[src/rtl/id_ex_stage.sv]
// ============================================================================
// id_ex_stage
// ----------------------------------------------------------------------------
// Purpose:
//   ID/EX pipeline register with execute-stage operand selection.
//   - Captures one decoded instruction per clock edge.
//   - Forwards RAW results from EX/MEM and MEM/WB. EX/MEM has priority.
//   - Detects load-use hazards combinationally and writes a bubble for them.
//
// Update priority on each rising edge:
//   flush > stall > load_use > load
//
// Optional feature macro: ID_EX_STATS_EN
//   When this macro is defined, two free-running 32-bit counters are added:
//   - stat_bubbles
//   - stat_stalls
//
// Ports:
//   clk, rst_n           clock and asynchronous active-low reset
//   id_*                 decoded instruction fields from the decode stage
//   stall, flush         hold / squash controls for this register
//   mem_rd/we/fwd        EX/MEM forwarding source
//   wb_rd/we/fwd         MEM/WB forwarding source
//   load_use             decode must hold for one cycle (combinational)
//   ex_valid/rd/ctl/pc   registered instruction fields
//   alu_a, alu_b         ALU operand buses
//   alu_ctrl             ALU operation code
//   ex_store_data        forwarded rs2 value for stores
//   stat_bubbles/stalls  event counters (only with ID_EX_STATS_EN)
// ============================================================================
module id_ex_stage #(
    parameter int XLEN = 32
) (
    input  logic            clk,
    input  logic            rst_n,
    input  logic            id_valid,
    input  logic [XLEN-1:0] id_pc,
    input  logic [4:0]      id_rs1,
    input  logic [4:0]      id_rs2,
    input  logic [4:0]      id_rd,
    input  logic [XLEN-1:0] id_rs1_data,
    input  logic [XLEN-1:0] id_rs2_data,
    input  logic [XLEN-1:0] id_imm,
    input  logic [3:0]      id_alu_ctrl,
    input  logic            id_src_a,
    input  logic            id_src_b,
    input  logic [4:0]      id_ctl,
    input  logic            stall,
    input  logic            flush,
    input  logic [4:0]      mem_rd,
    input  logic [4:0]      wb_rd,
    input  logic            mem_we,
    input  logic            wb_we,
    input  logic [XLEN-1:0] mem_fwd,
    input  logic [XLEN-1:0] wb_fwd,
    output logic            load_use,
    output logic            ex_valid,
    output logic [4:0]      ex_rd,
    output logic [4:0]      ex_ctl,
    output logic [XLEN-1:0] ex_pc,
    output logic [XLEN-1:0] alu_a,
    output logic [XLEN-1:0] alu_b,
    output logic [3:0]      alu_ctrl,
    output logic [XLEN-1:0] ex_store_data
`ifdef ID_EX_STATS_EN
    ,
    output logic [31:0]     stat_bubbles,
    output logic [31:0]     stat_stalls
`endif
);

    localparam logic [3:0] ALU_ADD = 4'b0000;

    // ctl bit order: {reg_write, mem_read, mem_write, branch, jump}
    localparam int CTL_MEM_READ = 3;

    typedef struct packed {
        logic            valid;
        logic [XLEN-1:0] pc;
        logic [4:0]      rs1;
        logic [4:0]      rs2;
        logic [4:0]      rd;
        logic [XLEN-1:0] rs1_data;
        logic [XLEN-1:0] rs2_data;
        logic [XLEN-1:0] imm;
        logic [3:0]      alu_ctrl;
        logic            src_a;
        logic            src_b;
        logic [4:0]      ctl;
    } slot_t;

    slot_t slot_q;
    slot_t slot_d;
    slot_t bubble;

    logic [XLEN-1:0] fwd_rs1;
    logic [XLEN-1:0] fwd_rs2;

    // A bubble zeroes every field.
    // Clearing rs1/rs2 as well means a bubble never matches a forwarding source.
    always_comb begin
        bubble          = '0;
        bubble.alu_ctrl = ALU_ADD;
    end

    // The load in EX has no data until MEM.
    // A dependent instruction in decode therefore has to wait one cycle.
    assign load_use = id_valid && slot_q.valid && slot_q.ctl[CTL_MEM_READ] &&
                      (slot_q.rd != 5'd0) &&
                      ((slot_q.rd == id_rs1) || (slot_q.rd == id_rs2));

    always_comb begin
        slot_d = slot_q;
        if (flush) begin
            slot_d = bubble;
        end else if (stall) begin
            slot_d = slot_q;
        end else if (load_use || !id_valid) begin
            slot_d = bubble;
        end else begin
            slot_d.valid    = 1'b1;
            slot_d.pc       = id_pc;
            slot_d.rs1      = id_rs1;
            slot_d.rs2      = id_rs2;
            slot_d.rd       = id_rd;
            slot_d.rs1_data = id_rs1_data;
            slot_d.rs2_data = id_rs2_data;
            slot_d.imm      = id_imm;
            slot_d.alu_ctrl = id_alu_ctrl;
            slot_d.src_a    = id_src_a;
            slot_d.src_b    = id_src_b;
            slot_d.ctl      = id_ctl;
        end
    end

    always_ff @(posedge clk or negedge rst_n) begin
        if (!rst_n) begin
            slot_q <= bubble;
        end else begin
            slot_q <= slot_d;
        end
    end

    // The younger result (EX/MEM) shadows the older one (MEM/WB).
    // x0 is hard-wired to zero, so it is never forwarded.
    always_comb begin
        fwd_rs1 = slot_q.rs1_data;
        if (mem_we && (mem_rd != 5'd0) && (mem_rd == slot_q.rs1)) begin
            fwd_rs1 = mem_fwd;
        end else if (wb_we && (wb_rd != 5'd0) && (wb_rd == slot_q.rs1)) begin
            fwd_rs1 = wb_fwd;
        end

        fwd_rs2 = slot_q.rs2_data;
        if (mem_we && (mem_rd != 5'd0) && (mem_rd == slot_q.rs2)) begin
            fwd_rs2 = mem_fwd;
        end else if (wb_we && (wb_rd != 5'd0) && (wb_rd == slot_q.rs2)) begin
            fwd_rs2 = wb_fwd;
        end
    end

    assign alu_a         = slot_q.src_a ? slot_q.pc  : fwd_rs1;
    assign alu_b         = slot_q.src_b ? slot_q.imm : fwd_rs2;
    assign ex_store_data = fwd_rs2;
    assign alu_ctrl      = slot_q.alu_ctrl;
    assign ex_valid      = slot_q.valid;
    assign ex_rd         = slot_q.rd;
    assign ex_ctl        = slot_q.ctl;
    assign ex_pc         = slot_q.pc;

`ifdef ID_EX_STATS_EN
    logic [31:0] stat_bubbles_q;
    logic [31:0] stat_stalls_q;

    // Only flush or load-use bubbles are counted.
    // Idle cycles (id_valid=0) are not counted.
    // Both counters wrap naturally.
    always_ff @(posedge clk or negedge rst_n) begin
        if (!rst_n) begin
            stat_bubbles_q <= 32'd0;
            stat_stalls_q  <= 32'd0;
        end else begin
            if (flush || (!stall && load_use)) begin
                stat_bubbles_q <= stat_bubbles_q + 32'd1;
            end
            if (stall) begin
                stat_stalls_q <= stat_stalls_q + 32'd1;
            end
        end
    end

    assign stat_bubbles = stat_bubbles_q;
    assign stat_stalls  = stat_stalls_q;
`endif

endmodule

[config.mk]
export PLATFORM = sky130hd
export DESIGN_NAME = id_ex_stage
export DESIGN_NICKNAME = d
export VERILOG_FILES = /design/src/rtl/id_ex_stage.sv
export SDC_FILE = /design/constraint.sdc
export NUM_CORES = 1
export LEC_CHECK = 0
export BUFFER_PORTS_ARGS = -buffer_cell sky130_fd_sc_hd__buf_2
export CAP_MARGIN = 15
export CORE_AREA = 2 2 149 151
export DETAILED_ROUTE_END_ITERATION = 8
export DIE_AREA = 0 0 151 153
export HOLD_SLACK_MARGIN = 0.12
export PLACE_DENSITY = 0.69
export SKIP_LAST_GASP = 1
export SYNTH_ARGS = -nofsm -noshare
export SYNTH_HDL_FRONTEND = slang
export SYNTH_SLANG_ARGS = --single-unit
[constraint.sdc]
create_clock -name clk -period 2.75 [get_ports clk]
set_input_delay 0.55 -clock clk [delete_from_list [all_inputs] [get_ports clk]]
set_output_delay 0.55 -clock clk [all_outputs]
set_load 0.02 [all_outputs]
Yosys cells after proc, flatten, opt, wreduce, memory -nomap -nowiden
Index checks and enable logic that the tools add are counted.
{ "totals": {"register_bits": 155, "input_bits": 235, "out_inout_bits": 144, "wordCells": 44} }
{ "op_classes": {"n_eq_ne": 7, "mux": 9, "reduce_logical": 16} }
{ "op_table": {"columns": ["operator", "n"], "rows": [
  ["2-to-1 mux 155 bit", 3],
  ["2-to-1 mux 32 bit", 6],
  ["== test 5 bit", 6],
  ["nonzero test 5 bit", 3],
  ["logical AND 1 bit", 10],
  ["logical OR 1 bit", 2],
  ["!= test 2 x 1 -> 1 bit, second input constant", 1],
  ["logical NOT 1 bit", 1]
]} }

Depth between registers and ports, before layout
Gate-level depths: netlist of the first run.
{ "logic_depth": {"ltp_word": 8, "mapped_depth": 8, "ltp_nobuf": 5} }

Worst setup path after synthesis of the first run
No wires, ideal clock.
{ "synth_timing": {"path_kind": "input -> output", "start": "in mem_rd[1]", "end": "out alu_b[0]", "arrival_ps": 2425, "t_required_ps": 2200, "path_slack_ps": -225, "cell_stages": 6, "path_buffers": 1, "cell_sequence": "or4_1 > o211ai_2 > clkbuf_1 > nor3_1 > a31oi_1 > mux2_2"} }
{ "synth_via": {"elab_chain_len": 5, "word_cells_on_any_way": 6, "cone_classes": "eq/ne: 1; mux: 2; reduce/logical: 3"} }
{ "synth_rtl": {"columns": ["element", "line", "source"], "rows": [
  ["start: declaration", "50", "input logic [4:0] mem_rd,"],
  ["nonzero test 5 bit", "155", "if (mem_we && (mem_rd != 5'd0) && (mem_rd == slot_q.rs2)) begin"],
  ["logical AND 1 bit", "155", null],
  ["logical AND 1 bit *", "155", null],
  ["2-to-1 mux 32 bit *", "155", null],
  ["net ex_store_data[0]", "64", "output logic [XLEN-1:0] ex_store_data"],
  ["2-to-1 mux 32 bit *", "163", "assign alu_b = slot_q.src_b ? slot_q.imm : fwd_rs2;"],
  ["end: declaration", "62", "output logic [XLEN-1:0] alu_b,"]
]} }
The timed path passes the listed nets; every way through them passes the cells marked *.

Worst setup path after layout of the first run
{ "layout_timing": {"start": "reg slot_q[115] (netlist bit)", "end": "out alu_b[29]"} }
{ "layout_via": {"elab_chain_len": 5, "word_cells_on_any_way": 7, "cone_classes": "eq/ne: 2; mux: 3; reduce/logical: 2"} }
{ "layout_rtl": {"columns": ["element", "line", "source"], "rows": [
  ["start: declaration", "92", "slot_t slot_q;"],
  ["start signal: assignment", "138", "slot_q <= bubble;"],
  ["start signal: assignment", "140", "slot_q <= slot_d;"],
  ["== test 5 bit", "157", "end else if (wb_we && (wb_rd != 5'd0) && (wb_rd == slot_q.rs2)) begin"],
  ["logical AND 1 bit", "157", null],
  ["2-to-1 mux 32 bit", "157", null],
  ["2-to-1 mux 32 bit *", "155", null],
  ["2-to-1 mux 32 bit *", "163", null]
]} }
Every way passes the cells marked *; elsewhere a longest branch is shown, timed or not.

==> results_tabular.tex, run 1 <==
\begin{tabular}{lr}
\hline
Metric & Value \\
\hline
\multicolumn{2}{l}{\textbf{Logic synthesis}} \\
\quad Synth async-reset ratio & 100\% \\
\quad Compound-Gate Fraction of Synth Area & between 20\% and 30\% \\
\quad Synth area leader & dfrtp\_1 \\
\quad Post-synthesis cell area & between 8000 and 9000 um2 \\
\quad Mux share of post-synthesis cell area & 7.38\% \\
\quad Post-Synth XOR/XNOR Area & about 2.9\% \\
\quad Top cells by count, synth & dfrtp\_1 (155), a22o\_1 (153), clkbuf\_1 (60) \\
\quad Seq cells post-synth & roughly 160 \\
\quad Fraction of the mapped netlist area in adder cells & 0\% \\
\quad Dominant synthesized flop cell & dfrtp\_1 \\
\quad Number of synthesized flops with an enable pin & 0 \\
\quad Instance count of the mapped netlist & about 860 \\
\quad Yosys warnings & 0 \\
\quad Distinct cell type count of the synthesized netlist & 44 \\
\quad Biggest area contributors in the synthesized netlist & dfrtp\_1 (43\%), a22o\_1 (15\%), buf\_4 (4.2\%), o31ai\_1 (4.0\%), mux2i\_1 (3.6\%) \\
\quad Net count after synthesis & $\sim$1100 \\
\quad Sequential share of the synthesized area & a little over two fifths \\
\quad Top-count cell post-synth & dfrtp\_1 \\
\quad Mean cell area of the mapped netlist & between 10 and 15 um2 \\
\quad Share of Yosys cell area claimed by the top area cell type & approximately 43\% \\
\quad Simple logic cell fraction of the synthesized area & a little over a tenth \\
\quad Main combinational cell family by area after synthesis & compound AO/OA/AOI/OAI gates \\
\multicolumn{2}{l}{\textbf{Die}} \\
\quad Die area & between 20000 and 25000 um2 \\
\quad Core outline area & 21500 um2 \\
\quad Count of standard-cell rows & 54 \\
\quad Count of boundary I/O pins & 379 \\
\quad Die width & 151 um \\
\quad Starting density of the core & about two fifths \\
\quad Height of the die & approximately 150 um \\
\multicolumn{2}{l}{\textbf{Worst setup path}} \\
\quad Arrival time at the worst endpoint & between 2000 and 3000 ps \\
\quad Biggest fanout along the worst timing path & 6 \\
\quad Worst setup path class & flop to primary output \\
\quad Worst setup SP type & flop \\
\quad Worst EP required & 2200 ps \\
\quad Critical path endpoint category & primary output \\
\multicolumn{2}{l}{\textbf{Power and ir drop}} \\
\quad Pwr/cell area & 448 nW/um2 \\
\quad Proportion of power drawn by flip-flops and latches & between 30\% and 40\% \\
\quad Clock Power Share & between 30\% and 40\% \\
\quad Switching power total & around 0.0021 W \\
\quad Combinational Power Share & approximately a quarter \\
\quad Leakage power total & between 6 and 7 nW \\
\quad Internal & 0.00441 W \\
\quad Switching share of total power & roughly a third \\
\quad Power Total & 0.00648 W \\
\quad Worst VDD drop & 351 uV \\
\multicolumn{2}{l}{\textbf{STA}} \\
\quad Minimum clock period after layout & 3300 ps \\
\quad Unrepaired setup endpoints after global routing & true \\
\quad Actual transition at the worst max-transition pin & between 600 and 700 ps \\
\quad Max-slew violation count & 0 \\
\quad Slew margin rel. & roughly 57\% \\
\quad Final Hold Fails & 0 \\
\quad F\_max & 0.303 GHz \\
\quad Slack of the critical path & -547 ps \\
\quad Crit share post-route & 120\% \\
\quad Count of endpoints failing setup in the final report & 96 \\
\quad Clock skew & $\sim$11 ps \\
\multicolumn{2}{l}{\textbf{Job}} \\
\quad Number of max-capacitance violations reported & 0 \\
\multicolumn{2}{l}{\textbf{Run status}} \\
\quad Run status & finished with violations \\
\quad Violated checks & setup timing \\
\multicolumn{2}{l}{\textbf{Worst hold path}} \\
\quad Hold Crit Class & input pin to flop \\
\multicolumn{2}{l}{\textbf{Global routing}} \\
\quad Wire length of the first global-routing pass & $\sim$55000 um \\
\quad Global Route Usage Sum & a little under a third \\
\quad Met1 Resource Use GR & 40.4\% \\
\quad Final global-route overflow total & 0 \\
\quad Met2 routing resource usage after global routing & 50.8\% \\
\quad M3 GR Usage & 6.06\% \\
\quad GRT busiest layer & met2 \\
\quad Vias in the first global route & a little over 9000 \\
\quad Largest net degree at the start of global routing & 64 \\
\quad Number of antenna violations at the first check in global routing & 6 \\
\multicolumn{2}{l}{\textbf{Cells and area}} \\
\quad Area of all placed cells without fillers & about 14000 um2 \\
\quad Nets & approximately 1500 \\
\quad Final std cells w/o fill & around 1500 \\
\quad Layout cell share with drive strength beyond 1 & between 50\% and 60\% \\
\quad Synthesis-to-finish area growth & 62.1\% \\
\multicolumn{2}{l}{\textbf{Routing}} \\
\quad Number of nets with antenna violations after detailed routing & 0 \\
\quad Number of vias after detailed routing & 9268 \\
\quad Iteration count of the initial detailed-routing pass & 5 \\
\quad Vias/cell & about 6 \\
\quad DRC marker count from the first detailed-route iteration & 630 \\
\quad Aggregate routed wire length & 37600 um \\
\quad DR DRC count & 0 \\
\quad Average detailed-routed wire length per instance & 24.5 um \\
\multicolumn{2}{l}{\textbf{Clock network}} \\
\quad Clock net sink count & 155 \\
\quad Clock latency on the worst-skew pair & 430 ps \\
\quad Buffer depth of the longest clock path & 2 \\
\quad Library cell used as clock root buffer & clkbuf\_16 \\
\quad Clock transition time at the flip-flop clock pins of the worst setup and hold paths & around 80 ps \\
\quad TritonCTS Buffers & 17 \\
\quad TritonCTS clock tree & yes \\
\quad H-tree levels & 4 \\
\multicolumn{2}{l}{\textbf{Placed design}} \\
\quad Post-Place Cells & 1470 \\
\quad Weighted congestion reported at the end of routability-driven placement & roughly 0.88 \\
\quad Placement-stage cell area & $\sim$12000 um2 \\
\quad Port Buffers & between 300 and 400 \\
\quad HPWL after DPL & around 26000 um \\
\hline
\end{tabular}
-- layout make-up --
type | instances | area [um2]
timing repair buffer | 500 | 3620
tap | 280 | 350
multi-input combinational | 548 | 5930
antenna | 5 | 12.5
inverter | 17 | 63.8
clock inverter | 14 | 156
clock buffer | 18 | 439
sequential | 155 | 3880
fill | 1592 | 7020
-- through the flow --
step / utilization, % / setup TNS (ps) / setup slack [ps] / hold slack, ps
2_1_floorplan: - / -2630 / -169 / 254
4_1_cts: 63.1 / -29960 / -516 / 322
6_report: 67.3 / -31340 / -547 / 336
3_5_place_dp: 56.3 / -23400 / -383 / 477
5_1_grt: 67.3 / -37790 / -615 / 324
3_3_place_gp: 56.3 / -22270 / -367 / 477
-- kinds of logic (layout without fill, tap and decap cells) --
logic type      after synthesis  count (layout)
compound gates              274             274
xor+xnor                     30              30
buf+inv                     159             549
flops                       155             155
mux                          62              62
other cells                   0               5
simple gates                181             182
-- repair_timing --
item / in CTS / in global routing
pin swaps: 14 / 37
endpoints found under the hold margin: 16 / 0
hold buffers: 1 / 0
resized for setup: 137 / 164
buffers inserted: 18 / 15
gates cloned: 4 / 2
setup endpoints to repair: 96 / 96
-- worst max-delay path, stage by stage (launching register included) --
cell and delay, ps:
dfrtp_2 440, xor2_4 160, buf_6 120, or4b_4 620, buf_6 160, o31ai_4 250, a31oi_4 140, mux2_4 300
buf_6 130
-- per-layer routing --
layer  share of wire, %  routed length, um
met2                 49              18300
met4                4.4               1660
met1                 39              14800
met5              0.064                 24
met3                7.5               2830
-- state kept, by name (all words and copies together) (netlist names) --
register	flops
alu_ctrl	4
ex_ctl	5
ex_pc	32
ex_rd	5
ex_valid	1
slot_q	108
-- placed cells by master (no fill, tap or decap), drive strengths merged, types with 30 or more instances in the layout --
| master | synthesis | layout |
|---|---|---|
| nor4 | 31 | 31 |
| nand3 | 32 | 32 |
| mux2i | 32 | 32 |
| mux2 | 30 | 30 |
| buf | 81 | 496 |
| dfrtp | 155 | 155 |
| nor3 | 48 | 48 |
| a22o | 154 | 154 |
| a31oi | 30 | 30 |
| nand2 | 35 | 35 |
| o31ai | 48 | 48 |
-- path summary, 6_finish.rpt --
| check | start | end | slack, ps | cells after the start |
|---|---|---|---|---|
| worst max register to register | ex_rd[0] | slot_q[57] | 360 | 6 |
| min in group asynchronous | rst_n | ex_ctl[0] | 640 | 2 |
| worst max-delay path | slot_q[115] | alu_b[29] | -550 | 8 |
| worst min register to register | slot_q[11] | slot_q[11] | 500 | 1 |
| max in group asynchronous | rst_n | slot_q[6] | 1290 | 3 |
| worst min-delay path | id_rs1_data[28] | slot_q[103] | 340 | 2 |
-- power groups by stage --
stage,combinational [W],clock (W),sequential [W]
2_1_floorplan,0.000754,0,0.00246
3_3_place_gp,0.00133,0,0.00248
3_5_place_dp,0.00134,0,0.00248
4_1_cts,0.00147,0.00244,0.00244
5_1_grt,0.00170,0.00256,0.00246
6_report,0.00161,0.00241,0.00245
Note: power is estimated with default switching activity, not from simulation.
==> run 2: changes to the inputs <==
CORE_AREA = default   (was 2 2 149 151)
CORE_ASPECT_RATIO = 0.8   (was default)
CORE_MARGIN = 2   (was default)
CORE_UTILIZATION = 45   (was default)
DIE_AREA = default   (was 0 0 151 153)
PLACE_DENSITY = 0.74   (was 0.69)
==> results_tabular.tex, run 2 (synthesis results as in run 1) <==
\begin{tabular}{lr}
\hline
Metric & Value \\
\hline
\multicolumn{2}{l}{\textbf{Run status}} \\
\quad Run status & finished with violations \\
\quad Violated checks & setup timing \\
\multicolumn{2}{l}{\textbf{Global routing}} \\
\quad Global Route Usage Sum & 33.4\% (+2.0 points) \\
\quad Final global-route overflow total & 0 (unchanged) \\
\quad Vias in the first global route & 9026 (-2.7\%) \\
\quad Number of antenna violations at the first check in global routing & 5 (-1) \\
\quad Largest net degree at the start of global routing & 106 (+66\%) \\
\quad Wire length of the first global-routing pass & 53200 um (-3.2\%) \\
\multicolumn{2}{l}{\textbf{Routing}} \\
\quad Average detailed-routed wire length per instance & 24.9 um (+1.8\%) \\
\quad Vias/cell & 6.15 (+2.0\%) \\
\quad DR DRC count & 0 (unchanged) \\
\quad Aggregate routed wire length & 36900 um (-1.8\%) \\
\quad Number of vias after detailed routing & 9114 (-1.7\%) \\
\quad Number of nets with antenna violations after detailed routing & 0 (unchanged) \\
\quad DRC marker count from the first detailed-route iteration & 839 (+33\%) \\
\quad Iteration count of the initial detailed-routing pass & 5 (unchanged) \\
\multicolumn{2}{l}{\textbf{Clock network}} \\
\quad TritonCTS clock tree & yes \\
\quad TritonCTS Buffers & 17 (unchanged) \\
\quad Library cell used as clock root buffer & clkbuf\_16 \\
\quad Clock net sink count & 155 (unchanged) \\
\quad Clock latency on the worst-skew pair & 430 ps (about the same) \\
\quad Clock transition time at the flip-flop clock pins of the worst setup and hold paths & 70 ps (about the same) \\
\quad Buffer depth of the longest clock path & 2 (unchanged) \\
\quad H-tree levels & 4 (unchanged) \\
\multicolumn{2}{l}{\textbf{Cells and area}} \\
\quad Flip-flop count of the largest register after layout & 108 (unchanged) \\
\quad Area of all placed cells without fillers & 13800 um2 (-4.6\%) \\
\quad Nets & 1435 (-2.6\%) \\
\quad Register with the most flip-flops & slot\_q \\
\quad Synthesis-to-finish area growth & 54.7\% \\
\quad Layout fillers & 1459 (-8.4\%) \\
\quad Most common library cell in the layout ignoring fill and taps & buf\_2 \\
\quad Leading cell types in the layout, fill and taps excluded & buf\_2 (343), a22o\_1 (153), dfrtp\_1 (151), buf\_4 (52), o31ai\_4 (38) \\
\quad Layout cell share with drive strength beyond 1 & 56.1\% (-2.8 points) \\
\multicolumn{2}{l}{\textbf{STA}} \\
\quad Minimum clock period after layout & 3190 ps (-107 ps) \\
\quad Clock skew & 13.4 ps (+2.62 ps) \\
\quad Count of endpoints failing setup in the final report & 96 (unchanged) \\
\quad F\_max & 0.314 GHz (+3.4\%) \\
\quad Slew margin rel. & 51.4\% (-6.1 points) \\
\quad Setup TNS Final & -28170 ps (+3160 ps) \\
\quad Unrepaired setup endpoints after global routing & true \\
\quad Crit share post-route & 116\% (-3.9 points) \\
\quad Actual transition at the worst max-transition pin & 729 ps (+91.1 ps) \\
\quad Final Hold Fails & 0 (unchanged) \\
\quad Final hold slack & 342 ps (+6.38 ps) \\
\quad Max-slew violation count & 0 (unchanged) \\
\quad Slack of the critical path & -440 ps (+107 ps) \\
\multicolumn{2}{l}{\textbf{Worst setup path}} \\
\quad Worst setup SP type & flop \\
\quad Worst setup path class & flop to primary output \\
\quad Destination of the worst register-to-register timing path & slot\_q[20] \\
\quad Biggest fanout along the worst timing path & 18 (+12) \\
\quad Start point of the critical path & slot\_q[113] \\
\quad Critical R2R Launch & ex\_rd[0] \\
\quad Critical path endpoint category & primary output \\
\quad Arrival time at the worst endpoint & 2640 ps (-110 ps) \\
\quad Setup slack, reg-to-reg & 290 ps (-70 ps) \\
\quad Worst Reg-to-Reg Cells & 6 (unchanged) \\
\quad Worst EP required & 2200 ps (about the same) \\
\multicolumn{2}{l}{\textbf{Worst hold path}} \\
\quad Hold path startpoint & id\_pc[29] \\
\quad Depth of the worst hold-timing path & 2 (unchanged) \\
\quad Hold Crit Class & input pin to flop \\
\quad Worst-case hold path end point & ex\_pc[29] \\
\multicolumn{2}{l}{\textbf{Die}} \\
\quad Die area & 21000 um2 (-9.2\%) \\
\quad Starting density of the core & 45.5\% (+3.9 points) \\
\quad Count of boundary I/O pins & 379 (unchanged) \\
\quad Die width & 161 um (+6.9\%) \\
\quad Core outline area & 19600 um2 (-8.7\%) \\
\quad Height of the die & 130 um (-15\%) \\
\quad Count of standard-cell rows & 46 (-15\%) \\
\multicolumn{2}{l}{\textbf{Power and ir drop}} \\
\quad Leakage power total & 6.22 nW (-4.0\%) \\
\quad Pwr/cell area & 459 nW/um2 (+2.5\%) \\
\quad Worst VDD drop & 315 uV (-10\%) \\
\multicolumn{2}{l}{\textbf{Placed design}} \\
\quad Weighted congestion reported at the end of routability-driven placement & 0.942 (+6.6\%) \\
\quad Placement-stage cell area & 11900 um2 (-1.9\%) \\
\quad Port Buffers & 378 (unchanged) \\
\quad HPWL after DPL & 24900 um (-2.8\%) \\
\multicolumn{2}{l}{\textbf{Job}} \\
\quad Number of max-capacitance violations reported & 0 (unchanged) \\
\hline
\end{tabular}
-- run 2: worst max path at each step --
stage,endpoint,cells after the start
floorplan,alu_a[17],7
global placement,alu_b[20],9
detailed placement,alu_b[20],9
CTS,alu_b[17],8
global route,alu_b[17],8
finish,alu_b[17],8
-- run 2: worst max-delay path, cell delays in order, from the launching register on --
cell,delay (ps)
dfrtp_1,410
xor2_1,170
or4b_4,600
buf_12,200
o31a_1,250
a211oi_1,190
buf_4,170
o31ai_4,50
buf_4,170
-- run 2: repair_timing --
action                                  4_1_cts  5_1_grt
gates cloned                                  6        2
pin swaps                                     6       14
setup buffers                                 8        8
gates resized for setup                     116       82
hold endpoints to repair                      5        0
endpoints found under the setup margin       96       96
hold buffers                                  1        0
-- run 2: layer usage --
| layer | vias to the layer above | part of all wire, % | global-route usage, % |
|---|---|---|---|
| li1 | 3941 | - | - |
| met2 | 576 | 48 | 55.3 |
| met4 | 0 | 3.6 | 15.2 |
| met5 | - | 0 | 0 |
| met1 | 4495 | 40 | 42.7 |
| met3 | 102 | 7.8 | 6.87 |
-- run 2: report_power, final --
group	internal [W]	total (W)	switching, W
clock	0.00135	0.00237	0.00102
sequential	0.00237	0.00245	0.0000838
combinational	0.000652	0.00151	0.000863
total	0.00436	0.00633	0.00197
-- run 2: metrics by stage --
step                instances  setup WS [ps]  total power, W  utilization (%)
floorplan                 861           -169         0.00321                -
global placement         1422           -295         0.00376             60.5
detailed placement       1422           -385         0.00377             60.5
CTS                      1468           -445         0.00625             67.4
global route             1480           -510         0.00655             70.3
finish                   1482           -440         0.00633             70.3
-- run 2: layout make-up --
class	instances	area (um2)	share of cell area, %
Antenna cell	6	15.0	0.109
Clock buffer	19	433	3.14
Clock inverter	12	143	1.03
Inverter	17	63.8	0.462
Multi-Input combinational cell	547	5700	41.3
Sequential cell	155	3880	28.1
Tap cell	264	330	2.39
Timing Repair Buffer	462	3240	23.4
==> run 3: changes to the inputs <==
CTS_BUF_LIST = sky130_fd_sc_hd__clkbuf_8   (was default)
REMOVE_ABC_BUFFERS = 1   (was default)
==> results_tabular.tex, run 3 (synthesis results as in run 1) <==
\begin{tabular}{lr}
\hline
Metric & Value \\
\hline
\multicolumn{2}{l}{\textbf{Run status}} \\
\quad Run status & finished with violations \\
\quad Violated checks & setup timing \\
\multicolumn{2}{l}{\textbf{Global routing}} \\
\quad Number of antenna violations at the first check in global routing & 6 (+1) \\
\quad M3 GR Usage & 8.74\% (+1.9 points) \\
\quad Met1 Resource Use GR & 40.5\% (-2.2 points) \\
\quad Largest net degree at the start of global routing & 80 (-25\%) \\
\quad Met2 routing resource usage after global routing & 51.6\% (-3.7 points) \\
\quad GRT busiest layer & met2 \\
\quad Vias in the first global route & 8915 (-1.2\%) \\
\quad Wire length of the first global-routing pass & 50900 um (-4.3\%) \\
\quad Global Route Usage Sum & 31.8\% (-1.6 points) \\
\quad Final global-route overflow total & 0 (unchanged) \\
\multicolumn{2}{l}{\textbf{STA}} \\
\quad Slack of the critical path & -516 ps (-76.0 ps) \\
\quad Crit share post-route & 119\% (+2.8 points) \\
\quad Clock skew & 19.6 ps (+6.24 ps) \\
\quad Actual transition at the worst max-transition pin & 548 ps (-181 ps) \\
\quad Setup TNS Final & -31260 ps (-3080 ps) \\
\quad Max-slew violation count & 0 (unchanged) \\
\quad F\_max & 0.306 GHz (-2.3\%) \\
\quad Unrepaired setup endpoints after global routing & true \\
\quad Count of endpoints failing setup in the final report & 96 (unchanged) \\
\quad Slew margin rel. & 63.5\% (+12 points) \\
\quad Final Hold Fails & 0 (unchanged) \\
\quad Final hold slack & 289 ps (-52.9 ps) \\
\quad Minimum clock period after layout & 3270 ps (+76.0 ps) \\
\multicolumn{2}{l}{\textbf{Routing}} \\
\quad Iteration count of the initial detailed-routing pass & 5 (unchanged) \\
\quad DR DRC count & 0 (unchanged) \\
\quad Vias/cell & 6.10 (-0.84\%) \\
\quad Number of vias after detailed routing & 9141 (+0.30\%) \\
\quad Aggregate routed wire length & 35100 um (-5.0\%) \\
\quad DRC marker count from the first detailed-route iteration & 870 (+3.7\%) \\
\quad Average detailed-routed wire length per instance & 23.4 um (-6.0\%) \\
\quad Number of nets with antenna violations after detailed routing & 0 (unchanged) \\
\multicolumn{2}{l}{\textbf{Placed design}} \\
\quad Post-Place Cells & 1437 (+1.1\%) \\
\quad Weighted congestion reported at the end of routability-driven placement & 0.855 (-9.3\%) \\
\quad HPWL after DPL & 23100 um (-7.0\%) \\
\quad Port Buffers & 378 (unchanged) \\
\multicolumn{2}{l}{\textbf{Worst setup path}} \\
\quad Worst EP required & 2200 ps (about the same) \\
\quad Arrival time at the worst endpoint & 2720 ps (+80 ps) \\
\quad Worst setup path class & flop to primary output \\
\quad Critical path endpoint category & primary output \\
\quad Biggest fanout along the worst timing path & 17 (-1) \\
\quad Worst setup SP type & flop \\
\multicolumn{2}{l}{\textbf{Cells and area}} \\
\quad Area of the multi-input gates & 5160 um2 (-9.5\%) \\
\quad Final std cells w/o fill & 1499 (+1.1\%) \\
\quad Layout cell share with drive strength beyond 1 & 54.7\% (-1.4 points) \\
\quad Synthesis-to-finish area growth & 46.6\% \\
\quad Flip-flop count of the largest register after layout & 108 (unchanged) \\
\quad Layout fillers & 1469 (+0.69\%) \\
\quad Leading cell types in the layout, fill and taps excluded & buf\_2 (340), a22o\_1 (153), dfrtp\_1 (151), buf\_4 (69), buf\_6 (38) \\
\quad Most common library cell in the layout ignoring fill and taps & buf\_2 \\
\quad Nets & 1451 (+1.1\%) \\
\quad Register with the most flip-flops & slot\_q \\
\quad Reg area & 3880 um2 (unchanged) \\
\multicolumn{2}{l}{\textbf{Clock network}} \\
\quad Clock latency on the worst-skew pair & 470 ps (+40 ps) \\
\quad TritonCTS clock tree & yes \\
\quad H-tree levels & 4 (unchanged) \\
\quad Library cell used as clock root buffer & clkbuf\_8 \\
\quad Buffer depth of the longest clock path & 2 (unchanged) \\
\quad TritonCTS Buffers & 17 (unchanged) \\
\quad Clock net sink count & 155 (unchanged) \\
\quad Clock transition time at the flip-flop clock pins of the worst setup and hold paths & 110 ps (+40 ps) \\
\multicolumn{2}{l}{\textbf{Worst hold path}} \\
\quad Hold Crit Class & input pin to flop \\
\multicolumn{2}{l}{\textbf{Power and ir drop}} \\
\quad Pwr/cell area & 429 nW/um2 (-6.4\%) \\
\quad Leakage power total & 6.12 nW (-1.7\%) \\
\quad Power Total & 0.00561 W (-11\%) \\
\quad Worst VDD drop & 283 uV (-10\%) \\
\multicolumn{2}{l}{\textbf{Die}} \\
\quad Height of the die & 130 um (unchanged) \\
\quad Count of boundary I/O pins & 379 (unchanged) \\
\quad Core outline area & 19600 um2 (unchanged) \\
\quad Starting density of the core & 45.5\% (unchanged) \\
\quad Die area & 21000 um2 (unchanged) \\
\quad Count of standard-cell rows & 46 (unchanged) \\
\quad Die width & 161 um (unchanged) \\
\multicolumn{2}{l}{\textbf{Job}} \\
\quad Number of max-capacitance violations reported & 0 (unchanged) \\
\hline
\end{tabular}
-- run 3: critical path: stages (launching register included) --
cell and delay [ps]:
dfrtp_1 420, xor2_1 170, or4b_4 590, buf_8 200
o31ai_1 240, a31oi_1 150, mux2_2 300, buf_2 160
-- run 3: layer usage --
layer / vias to the layer above / share of wire [%] / wire, um
met1: 4458 / 40 / 13900
met4: 2 / 3.2 / 1140
li1: 3965 / - / -
met3: 97 / 9.3 / 3260
met5: - / 0.037 / 13
met2: 619 / 48 / 16800
-- run 3: path summary, 6_finish.rpt --
kind	from	slack [ps]	cells past startpoint	endpoint
setup / recovery	slot_q[113]	-520	7	alu_b[18]
hold / removal	id_imm[5]	290	2	slot_q[16]
setup reg to reg	ex_rd[0]	280	6	ex_pc[21]
hold reg to reg	ex_ctl[1]	510	1	ex_ctl[1]
max in group asynchronous	rst_n	1410	3	slot_q[5]
min in group asynchronous	rst_n	610	2	ex_rd[3]
-- run 3: power by group --
group	internal (W)	total (W)	switching (W)
combinational	0.000630	0.00144	0.000810
sequential	0.00236	0.00245	0.0000833
clock	0.000691	0.00173	0.00104
total	0.00368	0.00561	0.00193
-- run 3: what timing repair did --
item                                    4_1_cts  5_1_grt
buffers inserted                             18        4
endpoints found under the setup margin       96       96
cloned                                        4        1
pin swaps                                    25       27
gates resized for setup                     161       98
hold endpoints to repair                     53        0
hold buffers                                  1        0
-- run 3: through the flow --
step	utilization, %	setup slack (ps)	area [um2]
after global placement	57.0	-445	11200
after CTS	64.0	-486	12600
after detailed placement	57.0	-489	11200
after floorplan	-	-3580	8040
final	66.7	-516	13100
after global routing	66.6	-584	13100
-- run 3: final cells by class --
type | count | share of cell area, %
Tap cell | 264 | 2.52
Inverter | 17 | 0.488
Clock inverter | 14 | 0.995
Clock buffer | 18 | 1.89
Timing Repair Buffer | 478 | 24.9
Antenna cell | 6 | 0.115
Sequential cell | 155 | 29.7
Multi-Input combinational cell | 547 | 39.4
